===== src/rtl/rs485_uart_rx.sv =====
// RS485 UART receiver: 8 data bits, optional parity, one stop bit, delivered
// on a single-entry valid/ready buffer with frame, parity and overrun pulses.
module rs485_uart_rx #(
  parameter int g_CyclesPerBit = 868,
  parameter int g_Parity       = 0
) (
  input  logic       clk_ik,
  input  logic       rst_ir,
  input  logic       rx_i,
  output logic [7:0] data_ob,
  output logic       valid_o,
  input  logic       ready_i,
  output logic       frame_err_o,
  output logic       parity_err_o,
  output logic       overrun_o,
  output logic       busy_o
);

  localparam int            TW        = $clog2(g_CyclesPerBit);
  localparam logic [TW-1:0] BIT_LAST  = TW'(g_CyclesPerBit - 1);
  localparam logic [TW-1:0] HALF_LAST = TW'(g_CyclesPerBit / 2 - 1);
  localparam logic          PAR_EN    = (g_Parity != 0);
  localparam logic          PAR_ODD   = (g_Parity == 2);

  typedef enum logic [2:0] {IDLE, START, DATA, PARITY, STOP} state_t;

  state_t        state_reg, state_next;
  logic [TW-1:0] timer_reg, timer_next;
  logic [2:0]    bit_cnt_reg, bit_cnt_next;
  logic [7:0]    shift_reg, shift_next;
  logic          parity_ok_reg, parity_ok_next;
  logic [7:0]    data_reg, data_next;
  logic          valid_reg, valid_next;
  logic          frame_err_reg, frame_err_next;
  logic          parity_err_reg, parity_err_next;
  logic          overrun_reg, overrun_next;
  logic          sync1_reg, rx_s_reg, rx_d_reg;
  logic [1:0]    warm_reg;
  logic          bit_done;

  // The synchroniser resets high, so the first real line sample can look like
  // a falling edge; edge detection stays disarmed until rx_d holds a real sample.
  always_ff @(posedge clk_ik) begin
    if (rst_ir) begin
      sync1_reg      <= 1'b1;
      rx_s_reg       <= 1'b1;
      rx_d_reg       <= 1'b1;
      warm_reg       <= 2'd0;
      state_reg      <= IDLE;
      timer_reg      <= '0;
      bit_cnt_reg    <= 3'd0;
      shift_reg      <= 8'd0;
      parity_ok_reg  <= 1'b1;
      data_reg       <= 8'd0;
      valid_reg      <= 1'b0;
      frame_err_reg  <= 1'b0;
      parity_err_reg <= 1'b0;
      overrun_reg    <= 1'b0;
    end else begin
      sync1_reg      <= rx_i;
      rx_s_reg       <= sync1_reg;
      rx_d_reg       <= rx_s_reg;
      warm_reg       <= (warm_reg == 2'd3) ? 2'd3 : warm_reg + 2'd1;
      state_reg      <= state_next;
      timer_reg      <= timer_next;
      bit_cnt_reg    <= bit_cnt_next;
      shift_reg      <= shift_next;
      parity_ok_reg  <= parity_ok_next;
      data_reg       <= data_next;
      valid_reg      <= valid_next;
      frame_err_reg  <= frame_err_next;
      parity_err_reg <= parity_err_next;
      overrun_reg    <= overrun_next;
    end
  end

  assign bit_done = (timer_reg == BIT_LAST);

  always_comb begin
    state_next      = state_reg;
    timer_next      = timer_reg + TW'(1);
    bit_cnt_next    = bit_cnt_reg;
    shift_next      = shift_reg;
    parity_ok_next  = parity_ok_reg;
    data_next       = data_reg;
    valid_next      = valid_reg & ~ready_i;
    frame_err_next  = 1'b0;
    parity_err_next = 1'b0;
    overrun_next    = 1'b0;

    case (state_reg)
      IDLE: begin
        timer_next     = '0;
        parity_ok_next = 1'b1;
        if (warm_reg == 2'd3 && rx_d_reg && !rx_s_reg) begin
          state_next = START;
        end
      end
      START: begin
        if (timer_reg == HALF_LAST) begin
          timer_next   = '0;
          bit_cnt_next = 3'd0;
          state_next   = rx_s_reg ? IDLE : DATA;
        end
      end
      DATA: begin
        if (bit_done) begin
          timer_next = '0;
          shift_next = {rx_s_reg, shift_reg[7:1]};
          if (bit_cnt_reg == 3'd7) begin
            state_next = PAR_EN ? PARITY : STOP;
          end else begin
            bit_cnt_next = bit_cnt_reg + 3'd1;
          end
        end
      end
      PARITY: begin
        if (bit_done) begin
          timer_next     = '0;
          parity_ok_next = (rx_s_reg == ((^shift_reg) ^ PAR_ODD));
          state_next     = STOP;
        end
      end
      STOP: begin
        if (bit_done) begin
          timer_next      = '0;
          state_next      = IDLE;
          frame_err_next  = ~rx_s_reg;
          parity_err_next = ~parity_ok_reg;
          if (rx_s_reg && parity_ok_reg) begin
            // A consume in the same cycle frees the slot for the new byte.
            if (!valid_reg || ready_i) begin
              data_next  = shift_reg;
              valid_next = 1'b1;
            end else begin
              overrun_next = 1'b1;
            end
          end
        end
      end
      default: state_next = IDLE;
    endcase
  end

  assign data_ob      = data_reg;
  assign valid_o      = valid_reg;
  assign frame_err_o  = frame_err_reg;
  assign parity_err_o = parity_err_reg;
  assign overrun_o    = overrun_reg;
  assign busy_o       = (state_reg != IDLE);

endmodule


===== config.mk =====
export PLATFORM = sky130hd
export DESIGN_NAME = rs485_uart_rx
export DESIGN_NICKNAME = d
export VERILOG_FILES = /design/src/rtl/rs485_uart_rx.sv
export SDC_FILE = /design/constraint.sdc
export NUM_CORES = 1
export LEC_CHECK = 0
export ABC_AREA = 1
export CAP_MARGIN = 20
export CORE_MARGIN = 1
export CORE_UTILIZATION = 51
export DETAILED_ROUTE_END_ITERATION = 10
export PLACE_DENSITY = 0.75
export SLEW_MARGIN = 15
export SYNTH_ARGS = -nofsm -noshare
export SYNTH_HDL_FRONTEND = slang
export SYNTH_SLANG_ARGS = --single-unit

===== constraint.sdc =====
create_clock -name clk_ik -period 1.5 [get_ports clk_ik]
set_clock_uncertainty 0.05 [all_clocks]
set_input_delay 0.3 -clock clk_ik [delete_from_list [all_inputs] [get_ports clk_ik]]
set_output_delay 0.3 -clock clk_ik [all_outputs]
set_load 0.02 [all_outputs]

=== After elaboration in Yosys (flattened, before gate mapping) ===
Cells that the tools add are included.

* Add/subtract/negate cells: 3
* $mul: 0
* Div/mod/pow operators: 0
* $lt $le $gt $ge: 0
* Equal/unequal tests: 16
* Shifts and indexed selects: 0
* Multiplexer cells: 23
* Bitwise operators: 7
* Reductions and logical operators: 19

{| class="wikitable"
|+ Operator list
! cell !! number
|-
| case mux 10 bit (3 select lines) || 1
|-
| 2-to-1 mux 3 bit || 9
|-
| 2-to-1 mux 10 bit || 2
|-
| case mux 3 bit (5 select lines) || 1
|-
| != test 2 bit, second input constant || 7
|-
| adder 10 x 1 -> 10 bit, second input constant || 1
|-
| == test 10 bit, second input constant || 1
|-
| == test 10 x 9 -> 1 bit, second input constant || 1
|-
| AND reduction 4 bit || 2
|-
| XOR reduction 8 bit || 1
|-
| == test 3 x 2 -> 1 bit, second input constant || 2
|-
| == test 3 bit, second input constant || 2
|-
| 2-to-1 mux 1 bit || 6
|-
| NOT 1 bit || 6
|-
| case mux 3 bit (2 select lines) || 1
|-
| AND reduction 6 bit || 1
|-
| OR reduction 3 bit || 2
|-
| 2-to-1 mux 2 bit || 2
|-
| AND reduction 2 bit || 2
|-
| nonzero test 2 bit || 2
|-
| OR reduction 4 bit || 1
|-
| adder 3 x 1 -> 3 bit, second input constant || 1
|-
| == test 3 x 1 -> 1 bit, second input constant || 1
|-
| logical AND 1 bit || 3
|-
| other kinds (9) || 10
|}

* Register bits: 42
* Latch bits: 0
* Bits in writable memories: 0
* ROM bits: 0
* Input bits: 4
* Output and inout bits: 13
* Logic and storage cells: 82
* Memories kept: 0

=== Longest topological paths before layout ===
* Depth in word-level cells: 6
* Depth in mapped cells: 10
* Mapped depth without buffers: 10

=== Least setup slack after synthesis ===
No wires, ideal clock.

* Path type: reg2reg
* From: reg timer_reg[0]
* To: reg shift_reg[3]
* Setup time: 0.119 ns
* Arrival: 1.294 ns
* Required time: 1.331 ns
* Path slack: 0.036 ns
* Stages on the path, launching flop included: 10
* Buffers on the path: 1
* Period minus slack after synthesis: 1.464 ns
* Path through: dfxtp_1 ha_1 nand2_1 nor2_1 nand3_2 inv_2 nand2_2 buf_6 o21ai_0 a21oi_1

* Cells in the longest elaborated chain, start to end: 2

{| class="wikitable"
|+ Ends and longest elaborated chain
! element !! RTL line !! RTL
|-
| from (decl) || 28 || <nowiki>logic [TW-1:0] timer_reg, timer_next;</nowiki>
|-
| from (signal assigned) || 65 || <nowiki>timer_reg <= timer_next;</nowiki>
|-
| == test 10 bit || 77 || <nowiki>assign bit_done = (timer_reg == BIT_LAST);</nowiki>
|-
| AND reduction 2 bit (no source line) || - ||
|-
| to (signal assigned) || 67 || <nowiki>shift_reg <= shift_next;</nowiki>
|-
| to (decl) || 30 || <nowiki>logic [7:0] shift_reg, shift_next;</nowiki>
|}

No other way between the ends.
A chain may end at the register's enable or synchronous reset.

=== Worst setup path after layout ===
* From: reg timer_reg[0]
* To: reg timer_reg[7]

* Cells in the longest elaborated chain, start to end: 3
* Elaborated cells on any way between the ends: 6
* Classes of those cells: add/sub (1); eq/ne (2); mux (3)

{| class="wikitable"
|+ Ends and longest elaborated chain
! element !! RTL line !! RTL
|-
| adder 10 x 1 -> 10 bit, or another cell as far along || 81 || <nowiki>timer_next = timer_reg + TW'(1);</nowiki>
|-
| 2-to-1 mux 10 bit (on tied branches) || - ||
|-
| case mux 10 bit (3 select lines) * || 91 || <nowiki>case (state_reg)</nowiki>
|}

Mark *: on every way between the ends. The rest lies on a longest branch, timed or not.

==> results by group <==
Outcome
  • Outcome: finished, violations left
  • Violations in the final reports: negative setup slack

Detailed routing
  • Via count of the routed design: 1786
  • DRT Pass-1 Iters: 5
  • DRC: 0
  • DRT iter0 DRCs: 112
  • Avg Vias per Cell: 4.99
  • Antenna viol nets, final: 0
  • Routed WL per cell: 12.6 um
  • WL final: 4.50 mm

Logic synthesis
  • Synthesized instance count: 268
  • FFs w/ async S/R, synth: 0
  • Ys flop type: dfxtp_1
  • Cell Area, Synth: 1910 um^2
  • Synth Warn #: 0
  • Commonest cells in the netlist: nor2_1 (56), nand2_1 (47), dfxtp_1 (42)
  • Yosys top cell area share: 0.441
  • Top cell type by total area after synthesis: dfxtp_1
  • Count leader, synth: nor2_1
  • Syn_area_per_cell: 7.12 um^2
  • EDFF count, synth: 0
  • Register area share after synthesis: 0.441
  • Synthesized net count: 276
  • Cell variety after synth: 24
  • Top cells by area, synth: dfxtp_1 (44%), nor2_1 (11%), nand2_1 (9.3%)
  • Synthesized flop and latch total: 42

Placement
  • Placed Instance Area: 2260 um^2
  • HPWL after DPL: 2.70 mm
  • Worst slack, placed: -0.229 ns
  • Gpl congestion: 0.799
  • I/O Buffers: 16

Clock tree
  • Root Buffer: clkbuf_8
  • Worst skew pair latency: 0.30 ns
  • TritonCTS Buffers: 5
  • CTS tree: done
  • Clock slew at reported path FFs: 0.08 ns
  • Clock buffer depth: 2
  • H-tree depth: 2
  • Hold-fix buffers at CTS: 0
  • Clock Sinks: 42

Floorplan
  • Top Ports: 17
  • Die Span Y: 63.1 um
  • Core Area: 3470 um^2
  • Die X: 63.1 um
  • Num rows: 21
  • Initial Util: 0.550
  • Die area: 3990 um^2

Worst setup path
  • CP Max Fanout: 5
  • Crit start category: flip-flop
  • R2r setup slk: -0.01 ns
  • Required time worst endpoint: 1.63 ns
  • Cell Chain, Critical Path: buf_6, ha_4, inv_2, nor2_4, nand3_2, nand2_2, nand2_2, o21ai_4, nor2_1
  • CP peak stage delay: 0.37 ns
  • CP Buf/Inv Count: 2
  • Critical path class: reg2reg
  • R2R cell count: 9
  • Critical path's top delay family: simple AND/OR/NAND/NOR gates
  • Slowest CP cell: dfxtp_4
  • Reg-to-Reg Start: timer_reg[0]
  • Worst Path Arrival: 1.64 ns
  • Most used cell, CP: nand2_2
  • Reg2reg end: timer_reg[7]
  • CP Capture Type: flip-flop

Layout
  • Multi-input gate area: 1080 um^2
  • Nets@finish: 319
  • N_diodes: 0
  • Layout cell share with drive strength beyond 1: 0.276
  • Non-Filler Cell Area, Final: 2590 um^2
  • Register area: 855 um^2
  • Number of flip-flops under the largest register name: 10
  • Filler instances: 260
  • Utilization after layout: 0.747
  • Area delta synth->final: 35.9%

Global routing
  • Vias in the first global route: 1509
  • Overflow after GRT: 0
  • Total GRT Usage: 0.219
  • Largest net degree at the start of global routing: 25
  • First-pass GRT wire length: 6.72 mm
  • Initial antenna violation count: 0

Hold path
  • Hold Path Class: reg2reg
  • Min-delay src: sync1_reg
  • Hold EP: rx_s_reg
  • Hold path depth: 1

Power
  • Cell Pwr Density: 1200 nW/um^2
  • Leakage: 0.00123 uW
  • Worst vdd ir: 0.000654 V

STA
  • Slew HR: 0.694
  • Tmin final: 1.51 ns
  • Worst setup margin: -0.0140 ns
  • Fin crit share: 1.01
  • Hold Slack: 0.377 ns
  • Fmax: 661 MHz
  • Max-slew violations: 0
  • Hold Fails Final Rpt: 0
  • Slew at the pin closest to its max-slew limit: 0.457 ns
  • # setup viols final: 1
  • RSZ-0062 raised after global routing: yes

Flow run
  • Total of max-cap violations: 0
==> through the flow <==
| stage | power (uW) | cells | TNS (ns) |
|---|---|---|---|
| after floorplan | 1750 | 268 | 0 |
| after global placement | 1990 | 345 | -2.32 |
| after detailed placement | 2000 | 345 | -2.51 |
| after CTS | 2770 | 354 | -0.00347 |
| after global routing | 3280 | 358 | -0.445 |
| final | 3100 | 358 | -0.0140 |
==> layout make-up <==
type | count | share of cell area
Multi-Input combinational cell | 180 | 0.417
Sequential cell | 42 | 0.330
Timing Repair Buffer | 39 | 0.132
Inverter | 43 | 0.0642
Clock buffer | 5 | 0.0266
Tap cell | 46 | 0.0222
Clock inverter | 3 | 0.00821
==> layer usage <==
metal | vias to the layer above | track usage | wire, um
li1 | 913 | - | -
met2 | 51 | 0.324 | 2020
met1 | 816 | 0.299 | 2160
met3 | 6 | 0.0634 | 231
met5 | - | 0 | 0
met4 | 0 | 0.0785 | 90
==> cell families after synthesis <==
family / Yosys count / share of synthesized area
and+or+nand+nor: 133 / 0.297
buffers and inverters: 47 / 0.0984
DFF: 42 / 0.441
AOI/OAI and AO/OA: 33 / 0.0965
xor gates and xnor gates: 9 / 0.0413
adders and majority gates: 4 / 0.0262
==> power by group <==
group          internal (uW)  total [uW]  switching (uW)  leakage (uW)
logic                    467        1090             624      0.000838
clock network            327         722             395     0.0000441
registers               1210        1290            80.8      0.000344
==> timing repair <==
item | 4_1_cts | 5_1_grt
pin swaps | 3 | 13
setup endpoints to repair | 40 | 36
setup buffers | 0 | 4
cloned | 1 | 0
resized for setup | 28 | 54
==> placed cells by master, fill, tap and decap left out, types with 3 or more instances in the layout <==
| cell type | synthesis | routed |
|---|---|---|
| clkbuf_8 | 0 | 5 |
| nor3_4 | 0 | 3 |
| nand2_1 | 47 | 41 |
| inv_2 | 4 | 8 |
| o21ai_1 | 7 | 10 |
| nor2_2 | 2 | 4 |
| nand2_4 | 0 | 4 |
| buf_4 | 0 | 19 |
| buf_6 | 1 | 4 |
| o21ai_0 | 12 | 7 |
| nand3_4 | 0 | 4 |
| a21oi_1 | 11 | 10 |
| nor2_1 | 56 | 50 |
| clkdlybuf4s50_1 | 0 | 3 |
| nor2_4 | 0 | 4 |
| dfxtp_1 | 42 | 35 |
| dlygate4sd2_1 | 0 | 12 |
| o21ai_2 | 2 | 4 |
| inv_1 | 38 | 33 |
| nand3_1 | 15 | 13 |
| xor2_1 | 7 | 7 |
| nand2_2 | 2 | 4 |
| dfxtp_2 | 0 | 5 |
==> how the worst max path moves through the flow <==
stage | startpoint | to | slack [ns] | cells past startpoint
3_3_place_gp | ready_i | data_ob[2] | -0.19 | 7
2_1_floorplan | timer_reg[0] | shift_reg[3] | 0.04 | 9
3_5_place_dp | ready_i | data_ob[3] | -0.23 | 7
6_report | timer_reg[0] | timer_reg[7] | -0.01 | 9
5_1_grt | timer_reg[0] | state_reg[0] | -0.06 | 11
4_1_cts | timer_reg[0] | state_reg[1] | -0.003 | 10
(Power assumes the default switching activity.)
